`src/rtl/opb_stage.sv`:
```
// ALU operand-B select (qb / extended immediate / forwarded result) and ID/EX pipeline register.
// Forwarding and the fwd_hits counter are built only when OPB_FWD_EN is defined.
module opb_stage #(
  parameter int unsigned WIDTH = 32,
  parameter int unsigned NFWD  = 2,
  parameter int unsigned RW    = 5
) (
  input  logic                  clk,
  input  logic                  rst,
  input  logic                  in_valid,
  input  logic [WIDTH-1:0]      qb,
  input  logic [RW-1:0]         rb,
  input  logic [15:0]           imm16,
  input  logic                  aluimm,
  input  logic [1:0]            immmode,
  input  logic [NFWD-1:0]       fwd_we,
  input  logic [NFWD*RW-1:0]    fwd_rn,
  input  logic [NFWD*WIDTH-1:0] fwd_data,
  input  logic                  stall,
  input  logic                  flush,
  output logic                  out_valid,
  output logic [WIDTH-1:0]      b,
  output logic [1:0]            b_src,
  output logic [15:0]           fwd_hits
);

  typedef enum logic [1:0] {
    SRC_QB  = 2'd0,
    SRC_IMM = 2'd1,
    SRC_FWD = 2'd2,
    SRC_RSV = 2'd3
  } src_e;

  logic [WIDTH-1:0] ext_sign, ext_zero, ext_lui, ext_imm;
  logic [WIDTH-1:0] sel_val;
  src_e             sel_tag;
  logic             fwd_hit;
  logic [WIDTH-1:0] fwd_val;
  logic             valid_q;
  logic [WIDTH-1:0] b_q;
  src_e             src_q;

  always_comb begin
    ext_sign = {{(WIDTH-16){imm16[15]}}, imm16};
    ext_zero = {{(WIDTH-16){1'b0}}, imm16};
    // Shifting the zero-extended value covers both truncation and zero-padding of lui.
    ext_lui  = ext_zero << 16;
    case (immmode)
      2'b01:   ext_imm = ext_zero;
      2'b10:   ext_imm = ext_lui;
      default: ext_imm = ext_sign;
    endcase
  end

`ifdef OPB_FWD_EN
  always_comb begin
    fwd_hit = 1'b0;
    fwd_val = '0;
    for (int unsigned i = 0; i < NFWD; i++) begin
      if (!fwd_hit && fwd_we[i] && (fwd_rn[i*RW +: RW] == rb) && (rb != '0)) begin
        fwd_hit = 1'b1;
        fwd_val = fwd_data[i*WIDTH +: WIDTH];
      end
    end
  end
`else
  logic unused_fwd;
  assign unused_fwd = ^{fwd_we, fwd_rn, fwd_data};
  assign fwd_hit    = 1'b0;
  assign fwd_val    = '0;
`endif

  always_comb begin
    sel_val = qb;
    sel_tag = SRC_QB;
    if (aluimm) begin
      sel_val = ext_imm;
      sel_tag = SRC_IMM;
    end else if (fwd_hit) begin
      sel_val = fwd_val;
      sel_tag = SRC_FWD;
    end
  end

  always_ff @(posedge clk) begin
    if (rst) begin
      valid_q <= 1'b0;
      b_q     <= '0;
      src_q   <= SRC_QB;
    end else if (flush) begin
      valid_q <= 1'b0;
      b_q     <= sel_val;
      src_q   <= sel_tag;
    end else if (!stall) begin
      valid_q <= in_valid;
      b_q     <= sel_val;
      src_q   <= sel_tag;
    end
  end

`ifdef OPB_FWD_EN
  logic [15:0] hits_q;
  always_ff @(posedge clk) begin
    if (rst) begin
      hits_q <= '0;
    end else if (!flush && !stall && in_valid && (sel_tag == SRC_FWD) && (hits_q != '1)) begin
      hits_q <= hits_q + 16'd1;
    end
  end
  assign fwd_hits = hits_q;
`else
  assign fwd_hits = '0;
`endif

  assign out_valid = valid_q;
  assign b         = b_q;
  assign b_src     = src_q;

endmodule

```
`config.mk`:
```
export PLATFORM = sky130hd
export DESIGN_NAME = opb_stage
export DESIGN_NICKNAME = d
export VERILOG_FILES = /design/src/rtl/opb_stage.sv
export SDC_FILE = /design/constraint.sdc
export NUM_CORES = 1
export LEC_CHECK = 0
export ABC_CLOCK_PERIOD_IN_PS = 1560
export CAP_MARGIN = 20
export CORE_MARGIN = 2
export CORE_UTILIZATION = 30
export DETAILED_ROUTE_END_ITERATION = 6
export PLACE_DENSITY_LB_ADDON = 0.12
export SYNTH_ARGS = -nofsm -noshare
export SYNTH_HDL_FRONTEND = slang
export SYNTH_SLANG_ARGS = --single-unit
```
`constraint.sdc`:
```
create_clock -name clk -period 1.56 [get_ports clk]
set_input_delay 0.312 -clock clk [delete_from_list [all_inputs] [get_ports clk]]
set_output_delay 0.312 -clock clk [all_outputs]
set_load 0.005 [all_outputs]
```
Word level (Yosys, flattened, before mapping)
Index checks and enable logic that the tools add are counted.

storage, ports and cells
  register bits after elaboration = 35
  output and inout bits = 51
  logic and storage cells = 14

operators by class
  equality and inequality tests = 3
  mux-type cells = 7
  reductions and logical operators = 1

operators with widths
  cell                                                  count
  two-way mux 32 bit                                    3
  one-hot mux 32 bit (2 select lines)                   1
  two-way mux 2 bit                                     2
  equality test 2 x 1 -> 1 bit (second input constant)  1
  equality test 2 bit (second input constant)           1
  != test 2 x 1 -> 1 bit (second input constant)        1
  OR reduction 2 bit                                    1
  two-way mux 1 bit                                     1

Depth between registers and ports, before layout
Gate-level depths: netlist (run 1).

  depth after elaboration = 5
  mapped depth = 7

Worst setup path after synthesis (run 1)
No wires, ideal clock.

  path type = in2reg
  start = input port immmode[0]
  end = register b_q[10] (netlist: b[10])
  setup time = 0.132 ns
  arrival time = 1.319 ns
  slack = 0.109 ns
  stages = 7
  cell sequence = inv_1 ha_1 or2_2 buf_2 buf_6 nand4_1 a31oi_1

between the ends
  word-level cells in the longest chain between the ends = 5

ends and longest elaborated chain
  what                                                                        RTL line  source
  from (decl)                                                                 15        input logic [1:0] immmode,
  equality test 2 bit / equality test 2 x 1 -> 1 bit (equally long branches)  48        case (immmode)
  one-hot mux 32 bit (2 select lines) *                                       48
  two-way mux 32 bit *                                                        76        if (aluimm) begin
  two-way mux 32 bit                                                          94        end else if (!stall) begin
  two-way mux 32 bit *                                                        90        end else if (flush) begin
  to (signal assigned)                                                        92        b_q <= sel_val;
  to (signal assigned)                                                        96        b_q <= sel_val;
  to (decl)                                                                   40        logic [WIDTH-1:0] b_q;

Mark *: on every way between the ends. The rest lies on a longest branch, timed or not. The select of a mux whose other input is x is not followed.
A chain may end at the register's enable or synchronous reset.

Worst setup path after layout (run 1)
  start = register b_q[11] (netlist: b[11])
  end = output port b[11]

RTL lines
  what       RTL line  source
  to (decl)  22        output logic [WIDTH-1:0] b,

No word-level cell between the ends.

==> summary by stage, run 1 <==
Outcome
The flow ran to the end, and the final reports show no timing, DRC or antenna violations.

Global route
The total global-route track usage is 16.4%. The largest net degree at the start of global routing is 38. The wire length of the first global-routing pass is 9160 µm. The final global-route overflow total is 0. The number of antenna violations at the first check in global routing is 0. The via count of the first global-routing pass is 1,775.

Power and ir drop
The final total power is 2160 µW. The power density over the cells is 731 nW/µm². Across the VDD grid, the largest voltage drop is 313 µV. In this run the static leakage power is 0.00116 µW.

Worst setup path
The largest delay contributor family on the critical path is buffers and inverters. In this run the worst setup path begins at b[11]$_SDFFE_PP0P_. The critical-path maximum fanout is 2. The type of the worst setup path is reg -> out. STA classifies the critical path endpoint as a primary output. The required time of the critical path is 1250 ps. The number of buffers and inverters on the critical path is 1. The slack of the worst reg-to-reg path is 840 ps. In this run the critical register-to-register path is launched from b[24]$_SDFFE_PP0P_. On the worst path, the slowest cell contributes a delay of 510 ps. The endpoint arrival time on the critical path is 1150 ps. Walking the worst path, the cells encountered are clkdlybuf4s50_1.

The kind of launch point of the worst setup path is a flip-flop. The largest individual stage delay along the critical path comes from the cell sky130_fd_sc_hd__clkdlybuf4s50_1.

Clock network
The H-tree was split into 2 levels. Once the clock tree was built, the setup fixing pass inserted 0 buffers. The clock root buffer master is sky130_fd_sc_hd__clkbuf_8. The TritonCTS buffer count is 5. Clock-pin slew was measured on the worst setup and hold paths at 70 ps.

At the later pin of the worst-skew pair, clock insertion delay measures 280 ps. The CTS sink count is 34. The clock tree from TritonCTS is yes. No sink is reached through more buffers than the 2 on the longest clock path.

Synth
The most common flop cell mapped by yosys is sky130_fd_sc_hd__dfxtp_1. The xor-xnor portion of the synthesized cell area is 0%. The share of flip-flops with an asynchronous set or reset is 0%. By area the synthesized netlist is led by sky130_fd_sc_hd__dfxtp_1, sky130_fd_sc_hd__buf_4, sky130_fd_sc_hd__mux2i_1. The combinational family with the most area after synthesis is simple AND/OR/NAND/NOR gates.

The library cell with the highest instance count after synthesis is sky130_fd_sc_hd__dfxtp_1. The count of flip-flops with a built-in enable after synthesis is 0. Synthesis handed over a netlist of 221 instances. The number of different library cells in the post-synthesis netlist is 28. Sequential elements use 35.6% of the synthesized area. sky130_fd_sc_hd__dfxtp_1 takes more of the synthesized area than any other cell. Dividing the synthesized area by the synthesized cell count gives 8.64 µm². The number of flip-flops and latches in the synthesized netlist is 34.

Ranked by instance count, the synthesized netlist is headed by sky130_fd_sc_hd__dfxtp_1, sky130_fd_sc_hd__nand2_1, sky130_fd_sc_hd__buf_4, sky130_fd_sc_hd__a31oi_1. Of the post-synthesis cell area, the dominant cell type holds 35.6%. The adder and majority cell fraction of the synthesized area is 1.31%.

The post-synthesis cell area is 1910 µm². The portion of synthesized area spent on multiplexers is 6.82%. The count of yosys warnings during synthesis is 0. Summing the areas of all compound-gate instances in the mapped netlist gives 14.3% of the synthesized area. The simple-gate portion of the synthesized area is 26.5%.

STA
Setup repair after global routing left no endpoint under its margin. The number of failing setup endpoints in the final timing report is 0. The clock skew is 0 ps. Dividing the final minimum period by the clock period gives 93.4%. The final count of hold timing violations was 0. The worst path in the final design needs a cycle of 1460 ps, including I/O delays and setup.

Setup slack closes at 102 ps. The total negative slack is 0 ps. The maximum clock frequency is 0.686 GHz. The max-slew violation total from the final report is 0.

Final layout
Of the cells placed in the final design, the portion with a size suffix greater than 1 is 10.3%. The net count of the finished layout is 450. The layout-stage area growth over the synthesis result is 54.7%. Measured on the finished design, the core utilization comes to 47.3%.

The antenna cell count is 0. Counting the fill cells in the layout gives 634. The final standard cell count with taps included and fillers excluded is 388.

Placed design
The cell count after placement is 380. The HPWL after detailed placement is 4090 µm. The post-placement worst setup slack is -425 ps. The count of buffers added on input and output ports is 89. The routability-driven placement congestion ratio is 0.752.

Floorplanning
The full die area is 7020 µm². 188 I/O pins were placed. The effective utilization at floorplan is 30.6%. From bottom edge to top edge, the die measures 83.8 µm.

The die is 83.8 µm wide. The area of the core is 6240 µm². The count of standard-cell rows is 29.

Min path
The startpoint identified for the worst hold timing path is b_src[0]$_SDFFE_PP0P_. The worst hold path belongs to the class reg -> reg.

Drt
The detailed router placed 1,887 vias in this run. The detailed-route vias per instance is 4.86. In the final routed layout, each cell accounts on average for 14.9 µm. After detailed routing, the total wire length is 5780 µm. In this run the remaining antenna-violating nets after routing total 0.

For this run, the detailed router's first-pass iteration total came to 4. The violation count after the first detailed-route iteration is 86. For this run, design rule violations remaining after detail routing come to 0.

Job
The number of max-capacitance violations reported is 0.
==> what timing repair did <==
action	4_1_cts	5_1_grt
endpoints found under the setup margin	31	0
gates resized for setup	7	0
hold buffers	0	0
==> cell type report <==
cell class / count / area [µm²] / share of cell area [%]
Clock buffer: 5 / 68.8 / 2.33
Clock inverter: 2 / 10.0 / 0.339
Inverter: 3 / 11.3 / 0.381
Multi-Input combinational cell: 162 / 1030 / 35.0
Sequential cell: 34 / 681 / 23.0
Tap cell: 77 / 96.3 / 3.26
Timing Repair Buffer: 105 / 1050 / 35.7
==> flip-flops by register name, indices dropped and copies added, names as in the netlist <==
| signal | cells |
|---|---|
| b | 32 |
| b_src | 1 |
| out_valid | 1 |
==> cell usage in the layout (no fill, tap or decap), types with 3 or more instances in the layout <==
cell type,instances
sky130_fd_sc_hd__o221ai_1,11
sky130_fd_sc_hd__o21ai_0,4
sky130_fd_sc_hd__clkdlybuf4s50_1,86
sky130_fd_sc_hd__clkbuf_8,5
sky130_fd_sc_hd__a21oi_1,3
sky130_fd_sc_hd__nor2b_1,15
sky130_fd_sc_hd__buf_4,12
sky130_fd_sc_hd__nand2_1,31
sky130_fd_sc_hd__a31oi_1,19
sky130_fd_sc_hd__conb_1,17
sky130_fd_sc_hd__dfxtp_1,34
sky130_fd_sc_hd__buf_12,4
sky130_fd_sc_hd__mux2i_1,13
sky130_fd_sc_hd__nand4_1,16
sky130_fd_sc_hd__nand3b_1,16
==> metal layers <==
| metal | wire [µm] | GRT usage [%] |
|---|---|---|
| met4 | 29 | 3.96 |
| met2 | 2600 | 23.9 |
| met5 | 0 | 0 |
| met1 | 2760 | 23.7 |
| met3 | 382 | 4.75 |
==> metrics by stage <==
stage	area, µm²	hold WS, ps
floorplan	1970	391
global placement	2850	442
detailed placement	2850	452
CTS	2950	462
global route	2950	488
finish	2950	458
==> report_power, final <==
part | internal [µW] | leakage, µW | switching (µW)
logic | 353 | 0.000833 | 230
registers | 933 | 0.000281 | 34.1
clock network | 299 | 0.0000438 | 311
==> cells by family after synthesis <==
| group | after synthesis |
|---|---|
| compound gates | 40 |
| flops | 34 |
| simple gates | 89 |
| buf+inv | 42 |
| other cells | 1 |
| mux | 13 |
| fa+ha+maj | 2 |
==> final timing paths <==
path | endpoint | depth (start not counted)
setup / recovery | b[11] | 1
setup reg to reg | b[24]$_SDFFE_PP0P_ | 2
hold reg to reg | b_src[0]$_SDFFE_PP0P_ | 2
hold / removal | b_src[0]$_SDFFE_PP0P_ | 2
Note: power is estimated with default switching activity, not from simulation.
==> run 2: changes to the inputs <==
--- a/config.mk
+++ b/config.mk
@@ -6,8 +6,7 @@
 export NUM_CORES = 1
 export LEC_CHECK = 0
 export ABC_CLOCK_PERIOD_IN_PS = 1560
-export CAP_MARGIN = 20
-export CORE_MARGIN = 2
+export CORE_MARGIN = 3
 export CORE_UTILIZATION = 30
 export DETAILED_ROUTE_END_ITERATION = 6
 export PLACE_DENSITY_LB_ADDON = 0.12
==> summary by stage, run 2 (synthesis results as in run 1) <==
Placed design
The routability-driven placement congestion ratio is 0.733 (-2.6%). The detailed placer's ending HPWL is 4120 µm (+0.76%). The area after detailed placement was 2860 µm² (+0.53%). The post-placement worst setup slack is -420 ps (+4.93 ps). The count of input and output buffers is 89 (unchanged).

Worst setup path
The worst setup path is captured at a primary output. The required time of the critical path is 1250 ps (about the same). The cell at the slowest stage of the critical path is sky130_fd_sc_hd__clkdlybuf4s50_1.

The critical-path maximum fanout is 2 (unchanged). The type of the worst setup path is reg -> out. The largest delay contributor family on the critical path is buffers and inverters. The critical path goes through clkdlybuf4s50_1. The endpoint arrival time on the critical path was 1150 ps (about the same). The worst setup path is launched from a flip-flop. The total buffers and inverters traversed by the critical path was 1 (unchanged). The delay contributed by the slowest stage of the critical path is 520 ps (about the same).

Final layout
From synthesis to final layout, the design area changed by 56.2%. The area of the multi-input gates is 1030 µm² (unchanged). The design area is 2980 µm² (+0.93%).

The antenna cell count is 0 (unchanged). The fraction of final layout cells sized beyond drive strength 1 came to 9.97% (-0.32 points). The flip-flop count of the largest register, all copies and words added came to 32 (unchanged). The number of filler instances in the final layout is 602 (-5.0%). Leaving out fill and tap cells, the most frequent cells in the layout are sky130_fd_sc_hd__clkdlybuf4s50_1, sky130_fd_sc_hd__dfxtp_1, sky130_fd_sc_hd__nand2_1, sky130_fd_sc_hd__a31oi_1, sky130_fd_sc_hd__conb_1.

The number of nets in the layout is 449 (-0.22%). The sequential cell area in the final layout is 681 µm² (unchanged). The library cell used most frequently in the layout, excluding fill and tap cells, is sky130_fd_sc_hd__clkdlybuf4s50_1.

Clock network
The tree is rooted in a sky130_fd_sc_hd__clkbuf_8. The clock latency at the later pin of the worst-skew pair is 280 ps (about the same). The CTS sink count came to 34 (unchanged). The maximum buffer depth of the clock tree is 2 (unchanged). The maximum level of the CTS H-tree came to 2 (unchanged).

The total of hold buffers inserted after clock tree synthesis was 0 (unchanged). TritonCTS built the clock tree. The register clock-pin slew on the reported worst setup and hold paths was 70 ps (about the same). The TritonCTS buffer count is 5 (unchanged).

Drt
The violation count after the first detailed-route iteration was 80 (-7.0%). The count of nets left with antenna violations after detail routing is 0 (unchanged). The detailed-route vias per instance was 4.95 (+1.8%). The number of vias after detailed routing was 1,911 (+1.3%). The length of the first detailed-routing pass in iterations is 4 (unchanged). The final routed wire length divided by cell count is 15.1 µm (+1.4%). The total DRC errors in the routed layout came to 0 (unchanged). The total wirelength of the detailed-routed design is 5830 µm (+0.86%).

Floorplanning
The die extent in y is 85.8 µm (+2.4%). The effective utilization at floorplan is 31.7% (+1.1 points). The top-level port count was 188 (unchanged). The area of the core came to 6030 µm² (-3.4%). The full die area is 7360 µm² (+4.8%). The overall die width came to 85.8 µm (+2.4%).

The count of standard-cell rows is 28 (-3.4%).

STA
The worst path setup slack after routing is 99.1 ps (-3.20 ps). The final count of hold timing violations is 0 (unchanged). Setup repair after global routing left no endpoint under its margin.

The clock skew came to 0 ps (unchanged). The max-slew violation total from the final report is 0 (unchanged). The maximum clock frequency is 0.684 GHz (-0.22%). The final critical delay including setup and external delays is 1460 ps (+3.20 ps). The number of failing setup endpoints in the final timing report came to 0 (unchanged). The fraction of the cycle the final worst path needs is 93.6% (+0.21 points).

Power and ir drop
The internal power summed over all cells came to 1650 µW (+3.9%). The switching power total is 587 µW (+2.1%). The switching share of total power is 26.3% (-0.33 points). The proportion of power drawn by flip-flops and latches is 43.2% (-1.6 points). The maximum VDD drop was 356 µV (+14%). The standby leakage power came to 0.00117 µW (+0.96%). The power density over the cells was 749 nW/µm² (+2.5%). The part of the power in combinational logic came to 26.4% (-0.6 points). The proportion of power drawn by the clock network is 30.3% (+2.1 points).

Global route
The total global-route track usage is 15.8% (-0.60 points). The largest net degree at the start of global routing was 45 (+18%). The number of antenna violations at the first check in global routing is 0 (unchanged). The via count of the first global-routing pass was 1,812 (+2.1%).

The wire length of the first global-routing pass is 9220 µm (+0.68%). The final global-route overflow total is 0 (unchanged).

Job
The number of max-capacitance violations reported is 0 (unchanged).

Min path
The path class of the tightest hold or removal check is reg -> reg.

Outcome
The run finished with clean final reports.
## run 2: timing repair
action / CTS / global route
setup buffers: 0 / 0
gates resized for setup: 7 / 0
setup endpoints to repair: 31 / 0
## run 2: final cells by class
type	count	share of cell area, %
clock inverters	1	0.168
clock buffers	7	2.90
well taps	75	3.15
flip-flops and latches	34	22.8
inverters	3	0.378
multi-input cells	162	34.7
repair buffers	104	35.9
## run 2: power by group through the flow
stage	Clock, µW	Combinational (µW)	Sequential, µW
after floorplan	0	266	989
after global placement	0	580	987
after detailed placement	0	583	986
after CTS	700	596	967
after global routing	740	640	975
final	678	591	966
## run 2: final timing paths
| kind | slack [ps] | from | end | cells after the start |
|---|---|---|---|---|
| min reg2reg | 460 | b_src[0]$_SDFFE_PP0P_ | b_src[0]$_SDFFE_PP0P_ | 2 |
| max | 100 | b[0]$_SDFFE_PP0P_ | b[0] | 1 |
| min | 460 | b_src[0]$_SDFFE_PP0P_ | b_src[0]$_SDFFE_PP0P_ | 2 |
| max reg2reg | 850 | b[25]$_SDFFE_PP0P_ | b[25]$_SDFFE_PP0P_ | 2 |
## run 2: worst register-to-register path, delay by kind of cell (launching register included)
kind | cells | cell delay, ps
AO/OA/AOI/OAI | 1 | 110
flip-flops | 1 | 320
multiplexers | 1 | 160
## run 2: stage by stage
stage	hold WS (ps)	power, µW	setup TNS (ps)	std cells	util, %
finish	458	2230	0	386	49.5
floorplan	391	1260	0	237	-
global placement	445	1570	-11080	377	47.5
global route	485	2360	0	386	49.5
detailed placement	450	1570	-11820	377	47.5
CTS	458	2260	0	386	49.5
## run 2: routing by layer
layer | part of all wire, % | up-vias | global-route usage, % | wire [µm]
met5 | 0 | - | 0 | 0
met4 | 1.2 | 0 | 4.60 | 72
met3 | 9.0 | 8 | 4.90 | 526
met2 | 44 | 100 | 23.2 | 2560
met1 | 46 | 863 | 22.2 | 2670
li1 | - | 940 | - | -
